File: src/rtl/spi_mem_ctrl.sv
`default_nettype none
// ============================================================================
// Module   : spi_mem_ctrl
// Purpose  : Responder for the mem_cmd/mem_en/mem_valid request interface.
//            Executes one WREN, WRITE, READ or RDSR command at a time on a
//            25xx-style SPI EEPROM (SPI mode 0) and returns a one-cycle
//            mem_valid. WRITE is followed by RDSR polling until WIP clears
//            or POLL_MAX polls have been issued.
// Ports    : clk, rst                 - clock, synchronous active-high reset
//            mem_cmd[1:0], mem_en     - command and request level
//            mem_addr[5:0], mem_data  - cell address and write data
//            mem_valid, mem_rdata     - completion pulse and read/status data
//            spi_cs_n, spi_sclk,
//            spi_mosi, spi_miso       - SPI EEPROM pins
// Revision : 1.0 - initial release
// ============================================================================
module spi_mem_ctrl #(
    parameter int CLK_DIV  = 4,   // clk cycles per SCLK half-period (>=2)
    parameter int CS_GAP   = 4,   // min clk cycles cs_n high between frames
    parameter int POLL_MAX = 0    // max RDSR polls after WRITE, 0 = unlimited
) (
    input  logic       clk,
    input  logic       rst,
    input  logic [1:0] mem_cmd,
    input  logic       mem_en,
    output logic       mem_valid,
    input  logic [5:0] mem_addr,
    input  logic [1:0] mem_data,
    output logic [1:0] mem_rdata,
    output logic       spi_cs_n,
    output logic       spi_sclk,
    output logic       spi_mosi,
    input  logic       spi_miso
);

    localparam logic [1:0] CMD_READ  = 2'b00;
    localparam logic [1:0] CMD_WRITE = 2'b01;
    localparam logic [1:0] CMD_WREN  = 2'b10;
    localparam logic [1:0] CMD_RDSR  = 2'b11;

    localparam int DIV_W  = $clog2(CLK_DIV) + 1;
    localparam int HOLD_W = $clog2(CLK_DIV + CS_GAP) + 1;

    localparam logic [DIV_W-1:0]  DIV_LAST     = DIV_W'(CLK_DIV - 1);
    localparam logic [HOLD_W-1:0] HOLD_CS_LAST = HOLD_W'(CLK_DIV - 1);
    localparam logic [HOLD_W-1:0] HOLD_LAST    = HOLD_W'(CLK_DIV + CS_GAP - 1);

    typedef enum logic [2:0] {
        S_IDLE  = 3'd0,
        S_SETUP = 3'd1,
        S_SHIFT = 3'd2,
        S_HOLD  = 3'd3,
        S_POLL  = 3'd4,
        S_DONE  = 3'd5,
        S_WAIT  = 3'd6
    } state_t;

    state_t             state_q,    state_d;
    logic [1:0]         cmd_q,      cmd_d;
    logic [23:0]        tx_q,       tx_d;
    logic [1:0]         rx_q,       rx_d;      // last two bits received
    logic [4:0]         nbits_q,    nbits_d;
    logic [4:0]         bit_q,      bit_d;
    logic [DIV_W-1:0]   div_q,      div_d;
    logic [HOLD_W-1:0]  hold_q,     hold_d;
    logic               polling_q,  polling_d;
    logic [15:0]        poll_cnt_q, poll_cnt_d;
    logic               sclk_q,     sclk_d;
    logic               cs_n_q,     cs_n_d;
    logic [1:0]         rdata_q,    rdata_d;

    logic               poll_limit;

    assign poll_limit = (POLL_MAX != 0) && (poll_cnt_q >= 16'(POLL_MAX));

    assign mem_valid = (state_q == S_DONE);
    assign mem_rdata = rdata_q;
    assign spi_cs_n  = cs_n_q;
    assign spi_sclk  = sclk_q;
    // Shift register is zero outside a frame, so MOSI idles low.
    assign spi_mosi  = tx_q[23];

    always_comb begin
        state_d    = state_q;
        cmd_d      = cmd_q;
        tx_d       = tx_q;
        rx_d       = rx_q;
        nbits_d    = nbits_q;
        bit_d      = bit_q;
        div_d      = div_q;
        hold_d     = hold_q;
        polling_d  = polling_q;
        poll_cnt_d = poll_cnt_q;
        sclk_d     = sclk_q;
        cs_n_d     = cs_n_q;
        rdata_d    = rdata_q;

        case (state_q)
            S_IDLE: begin
                if (mem_en) begin
                    cmd_d      = mem_cmd;
                    polling_d  = 1'b0;
                    poll_cnt_d = 16'd0;
                    bit_d      = 5'd0;
                    div_d      = '0;
                    cs_n_d     = 1'b0;
                    state_d    = S_SETUP;
                    case (mem_cmd)
                        CMD_WREN: begin
                            tx_d    = {8'h06, 16'h0000};
                            nbits_d = 5'd8;
                        end
                        CMD_WRITE: begin
                            tx_d    = {8'h02, 2'b00, mem_addr, 6'b000000, mem_data};
                            nbits_d = 5'd24;
                        end
                        CMD_READ: begin
                            tx_d    = {8'h03, 2'b00, mem_addr, 8'h00};
                            nbits_d = 5'd24;
                        end
                        default: begin
                            tx_d    = {8'h05, 16'h0000};
                            nbits_d = 5'd16;
                        end
                    endcase
                end
            end

            // cs_n already low, first MOSI bit presented; wait one half-period.
            S_SETUP: begin
                if (div_q == DIV_LAST) begin
                    div_d   = '0;
                    state_d = S_SHIFT;
                end else begin
                    div_d = div_q + 1'b1;
                end
            end

            // Rising edge samples MISO; falling edge advances MOSI.
            S_SHIFT: begin
                if (div_q == DIV_LAST) begin
                    div_d  = '0;
                    sclk_d = ~sclk_q;
                    if (!sclk_q) begin
                        rx_d = {rx_q[0], spi_miso};
                    end else begin
                        tx_d = {tx_q[22:0], 1'b0};
                        if (bit_q == nbits_q - 5'd1) begin
                            hold_d  = '0;
                            state_d = S_HOLD;
                        end else begin
                            bit_d = bit_q + 5'd1;
                        end
                    end
                end else begin
                    div_d = div_q + 1'b1;
                end
            end

            // cs_n low for CLK_DIV cycles, then high for CS_GAP cycles.
            S_HOLD: begin
                hold_d = hold_q + 1'b1;
                if (hold_q == HOLD_CS_LAST) begin
                    cs_n_d = 1'b1;
                end
                if (hold_q == HOLD_LAST) begin
                    // rx_q[0] holds WIP when the frame just ended was a poll.
                    if ((cmd_q == CMD_WRITE) &&
                        (!polling_q || (rx_q[0] && !poll_limit))) begin
                        state_d = S_POLL;
                    end else begin
                        state_d = S_DONE;
                        if ((cmd_q == CMD_READ) || (cmd_q == CMD_RDSR)) begin
                            rdata_d = rx_q;
                        end
                    end
                end
            end

            S_POLL: begin
                tx_d      = {8'h05, 16'h0000};
                nbits_d   = 5'd16;
                polling_d = 1'b1;
                if (poll_cnt_q != 16'hFFFF) begin
                    poll_cnt_d = poll_cnt_q + 16'd1;
                end
                bit_d   = 5'd0;
                div_d   = '0;
                cs_n_d  = 1'b0;
                state_d = S_SETUP;
            end

            // A requester that already released mem_en needs no WAIT.
            S_DONE: begin
                state_d = mem_en ? S_WAIT : S_IDLE;
            end

            S_WAIT: begin
                if (!mem_en) begin
                    state_d = S_IDLE;
                end
            end

            default: begin
                state_d = S_IDLE;
            end
        endcase
    end

    always_ff @(posedge clk) begin
        if (rst) begin
            state_q    <= S_IDLE;
            cmd_q      <= 2'b00;
            tx_q       <= 24'h000000;
            rx_q       <= 2'b00;
            nbits_q    <= 5'd0;
            bit_q      <= 5'd0;
            div_q      <= '0;
            hold_q     <= '0;
            polling_q  <= 1'b0;
            poll_cnt_q <= 16'd0;
            sclk_q     <= 1'b0;
            cs_n_q     <= 1'b1;
            rdata_q    <= 2'b00;
        end else begin
            state_q    <= state_d;
            cmd_q      <= cmd_d;
            tx_q       <= tx_d;
            rx_q       <= rx_d;
            nbits_q    <= nbits_d;
            bit_q      <= bit_d;
            div_q      <= div_d;
            hold_q     <= hold_d;
            polling_q  <= polling_d;
            poll_cnt_q <= poll_cnt_d;
            sclk_q     <= sclk_d;
            cs_n_q     <= cs_n_d;
            rdata_q    <= rdata_d;
        end
    end

endmodule
`default_nettype wire

File: config.mk
export PLATFORM = sky130hd
export DESIGN_NAME = spi_mem_ctrl
export DESIGN_NICKNAME = d
export VERILOG_FILES = /design/src/rtl/spi_mem_ctrl.sv
export SDC_FILE = /design/constraint.sdc
export NUM_CORES = 1
export LEC_CHECK = 0
export ABC_CLOCK_PERIOD_IN_PS = 2800
export CORE_ASPECT_RATIO = 0.8
export CORE_MARGIN = 5
export CORE_UTILIZATION = 50
export CTS_BUF_LIST = sky130_fd_sc_hd__clkbuf_8
export DETAILED_ROUTE_END_ITERATION = 12
export PLACE_DENSITY = 0.7
export SETUP_SLACK_MARGIN = 0.05
export SYNTH_ARGS = -nofsm -noshare
export SYNTH_HDL_FRONTEND = slang
export SYNTH_SLANG_ARGS = --single-unit
File: constraint.sdc
create_clock -name clk -period 2.8 [get_ports clk]
set_input_delay 0.42 -clock clk [delete_from_list [all_inputs] [get_ports clk]]
set_output_delay 0.42 -clock clk [all_outputs]
set_load 0.1 [all_outputs]
### After elaboration in Yosys (flattened, before gate mapping)

Index checks and enable logic that the tools add are counted.

| operators by class | value |
|---|---|
| add/sub/neg operators | 4 |
| $mul | 0 |
| div/mod/pow operators | 0 |
| $lt $le $gt $ge | 0 |
| eq/ne operators | 23 |
| shift-type cells | 0 |
| muxes and demuxes | 34 |
| bitwise operators | 2 |
| reduce and logical (&&, ||, !) cells | 25 |

Operators by type and width:

| operator | number |
|---|---|
| 24-bit 2-to-1 mux | 3 |
| 24-bit one-hot mux with 3 select lines | 1 |
| 19-bit one-hot mux with 3 select lines | 1 |
| 3-bit 2-to-1 mux | 10 |
| 5-bit 2-to-1 mux | 5 |
| 3-bit one-hot mux with 7 select lines | 1 |
| 5-bit one-hot mux with 2 select lines | 2 |
| 2-bit inequality test (second input constant) | 9 |
| 5-bit one-hot mux with 3 select lines | 1 |
| 4-bit 2-to-1 mux | 3 |
| 4-bit AND reduction | 3 |
| 3-bit by 2-bit == test with 1-bit output (second input constant) | 3 |
| 3-bit == test (second input constant) | 3 |
| 3-bit one-hot mux with 3 select lines | 1 |
| 3-bit nonzero test | 3 |
| 4-bit one-hot mux with 2 select lines | 1 |
| 2-bit AND reduction | 4 |
| 7-bit AND reduction | 1 |
| 3-bit AND reduction | 2 |
| 5-bit by 1-bit adder with 5-bit output (second input constant) | 1 |
| 5-bit == test | 1 |
| 5-bit AND reduction | 1 |
| 5-bit by 1-bit subtractor with 5-bit output (second input constant) | 1 |
| 4-bit by 1-bit adder with 4-bit output (second input constant) | 1 |
| other kinds (17) | 26 |

| storage, ports and cells | value |
|---|---|
| flip-flop bits (word level) | 53 |
| latch bits | 0 |
| RAM bits | 0 |
| bits in read-only memories | 0 |
| bits of input ports | 14 |
| output and inout bits | 6 |
| word-level logic and storage cells | 100 |
| memories kept | 0 |

### Depth between registers and ports, before layout

| logic depth | value |
|---|---|
| depth after elaboration | 6 |
| depth in mapped cells | 7 |
| depth with buffers taken out | 7 |

### Worst setup path after synthesis

Ideal clock, no wire load.

| timing path | value |
|---|---|
| path kind | flip-flop to output port |
| from | register state_q[2] |
| to | output port mem_valid |
| arrival time | 2,052 ps |
| data required time | 2,380 ps |
| slack | 328 ps |
| cell stages (with the launch flop) | 4 |
| path buffers | 1 |
| cell sequence | dfxtp_1 > clkbuf_1 > nand2_1 > nor2_1 |

| between the ends | value |
|---|---|
| word-level cells in the longest chain between the ends | 1 |

Ends and longest elaborated chain:

| item | line | RTL |
|---|---|---|
| from (decl) | 58 | `state_t state_q, state_d;` |
| from (signal assigned) | 226 | `state_q <= state_d;` |
| 3-bit == test | 76 | `assign mem_valid = (state_q == S_DONE);` |
| to (decl) | 26 | `output logic mem_valid,` |

Every way passes these cells.

### Worst setup path after layout

Same ends and word-level chain as after synthesis.

==> flow_metrics.tcl <==
set metrics [dict create \
    drt-wirelength-per-cell_um 13.5 \
    syn_nets 319 \
    critPathMaxFanout 17 \
    fp-row-count 23 \
    fin_setup_tns_ps 0 \
    grt_first_pass_wirelength_mm 8.51 \
    clk-insertion-delay-late_ps 300 \
    ir_drop_mv 0.350 \
    cp_slowest_cell "dfxtp_1" \
    vias 2110 \
    crit_top_cell "buf_4" \
    worstSetupPathType "flip-flop to output port" \
    max_slew_margin 0.627 \
    synth_top_area_cell "dfxtp_1" \
    synth_edf_count 0 \
    synth_top_area_frac 0.402 \
    synth_cell_type_count 53 \
    period_share 0.718 \
    synthToLayoutAreaGrowth_pct 13.3 \
    cts_tree "built" \
    core_area_um2 4920 \
    yosys_warnings 0 \
    io_buffers 19 \
    post-cts-setup-buffers 0 \
    hpwl_mm 3.61 \
    fin_nets 337 \
    fmax_ghz 0.497 \
    antenna_found_initial 0 \
    drt-initial-drc-count 137 \
    critPathArrivalTime_ps 1590 \
    finalHoldViolCount 0 \
    cap_violations 0 \
    htreeDepth 2 \
    dr.pass1.iters 6 \
    r2r_cells 7 \
    leakagePower_nw 1.03 \
    worstMarginPinSlew_ps 558 \
    gp_congestion 0.794 \
    drive_above_1_share 0.130 \
    yosysMostFrequentCell "dfxtp_1" \
    avgSynthCellArea_um2 8.40 \
    path_clk_slew_ps 90 \
    final-setup-viol-count 0 \
    rsz0062_at_grt "false" \
    hp-class "flip-flop to flip-flop" \
    numCtsBuffers 5 \
    hold_depth 2 \
    vias_per_cell 5.60 \
    synthTopCellsByArea "dfxtp_1, a21oi_1, nand2_1" \
    synthArstFlopShare 0 \
    power_mw 1.98 \
    synth.cell_area_um2 2490 \
    clk_path_buf_depth 2 \
    start_util 0.505 \
    cp-end-kind "output port" \
    period_minus_slack_ps 2010 \
    die_h_um 73.1 \
    cp.depth 4 \
    syn_inst 296 \
    grt_pass1_vias 1813 \
    r2r_slack_ps 930 \
    cpPeakStageDelay_ps 510 \
    cts_resized 0 \
    maxSlewViolCount 0 \
    design.portCount 20 \
    p_per_area_nw_per_um2 702 \
    grt_overflow 0 \
    antenna_left 0 \
    required_ps 2380 \
    synth_commonest_cells "dfxtp_1, nand2_1, nor2_1, a21oi_1, nand3_1" \
    grt_usage 0.166 \
    synth_ff_type "dfxtp_1" \
    drc 0 \
    utilization 0.573 \
    wirelength_mm 5.10 \
    numClockSinks 50 \
    critPathLaunchType "flip-flop" \
    die_area_um2 6490 \
    path_delay_family "buffers and inverters" \
    root_buffer "clkbuf_8" \
    skew_ps 9.53 \
    worst-path-buf-inv 2 \
    cts_hold_buf 0 \
    num-fill-cells 448 \
    die_width_um 88.9 \
    antenna_cells 0 \
    grt_max_degree 34 \
    ys_seq_elements 50 \
    cp_cell_sequence "buf_4 > nand2_1 > nor2_1 > buf_4" \
    yosysSeqAreaShare 0.402 \
    status "finished clean" \
]
[per-stage QoR]
step	setup WS, ps	hold WS (ps)	cells	area (um^2)
floorplan	328	429	296	2490
global placement	722	440	369	2730
detailed placement	676	445	369	2730
CTS	782	457	377	2820
global route	677	467	377	2820
finish	789	454	377	2820
[worst reg2reg max path, cell delays in order, from the launching register on]
cell and delay, ps:
dfxtp_1 360, ha_1 210, and3b_1 270, a2bb2oi_2 110, or2_1 320, buf_4 200, a221oi_1 200, nor3_1 80
[path summary, 6_finish.rpt]
| path | from | to |
|---|---|---|
| worst max-delay path | state_q[2] | mem_valid |
| worst min register to register | tx_q[22] | tx_q[22] |
| worst min-delay path | tx_q[22] | tx_q[22] |
| worst max register to register | div_q[0] | tx_q[9] |
[final cells by class]
class	count	area (um^2)	share of cell area
multi-input combinational	222	1380	0.488
sequential	50	1000	0.355
timing repair buffer	29	250	0.0888
clock buffer	6	82.6	0.0293
tap	62	77.6	0.0275
inverter	6	22.5	0.00799
clock inverter	2	8.76	0.00311
[logic make-up (layout without fill, tap and decap cells)]
group | Yosys count | count (layout) | share of synthesized area
multiplexers | 9 | 9 | 0.0367
AO/OA/AOI/OAI | 72 | 72 | 0.200
XOR/XNOR | 3 | 3 | 0.0106
adder cells (fa/ha/maj) | 9 | 9 | 0.0453
flip-flops | 50 | 50 | 0.402
buffers and inverters | 24 | 43 | 0.0448
AND/OR/NAND/NOR | 129 | 129 | 0.260
[cell usage in the layout, fill, tap and decap left out, types with 2 or more instances in the layout]
master           netlist  routed
dfxtp_1               50      50
nand2_1               33      33
nor2_1                32      32
a21oi_1               25      25
nand3_1               22      22
buf_4                  2      16
o21ai_0               15      15
clkdlybuf4s50_1        0      13
nor3_1                10      10
ha_1                   9       9
mux2i_1                8       8
inv_1                  5       6
clkbuf_8               0       6
nand2b_1               4       4
a221oi_2               4       4
or3_1                  4       4
o21a_1                 3       3
nor2b_1                3       3
nor3_2                 3       3
nand3b_1               3       3
and3b_1                2       2
xnor2_1                2       2
a22oi_1                2       2
nand4b_1               2       2
a221oi_1               2       2
a31oi_1                2       2
a211o_1                2       2
and3_1                 2       2
a32oi_1                2       2
a211oi_1               2       2
o31ai_1                2       2
a21boi_1               2       2
o211ai_1               2       2
[power by group]
part	total, mW	switching (mW)	internal, mW
logic	0.685	0.434	0.252
registers	0.864	0.0719	0.792
clock network	0.429	0.233	0.196
[registers in the layout (all words and copies together) (netlist names)]
name	flops
nbits_q	2
state_q	3
cmd_q	2
spi_sclk	1
spi_cs_n	1
bit_q	5
mem_rdata	2
polling_q	1
div_q	3
tx_q	24
rx_q	2
hold_q	4
[metal layers]
metal | global-route usage | up-vias | routed length, um
met1 | 0.250 | 976 | 2610
li1 | - | 1085 | -
met5 | 0 | - | 0
met4 | 0.0503 | 0 | 71
met3 | 0.0339 | 6 | 241
met2 | 0.235 | 43 | 2180
(Power assumes the default switching activity.)
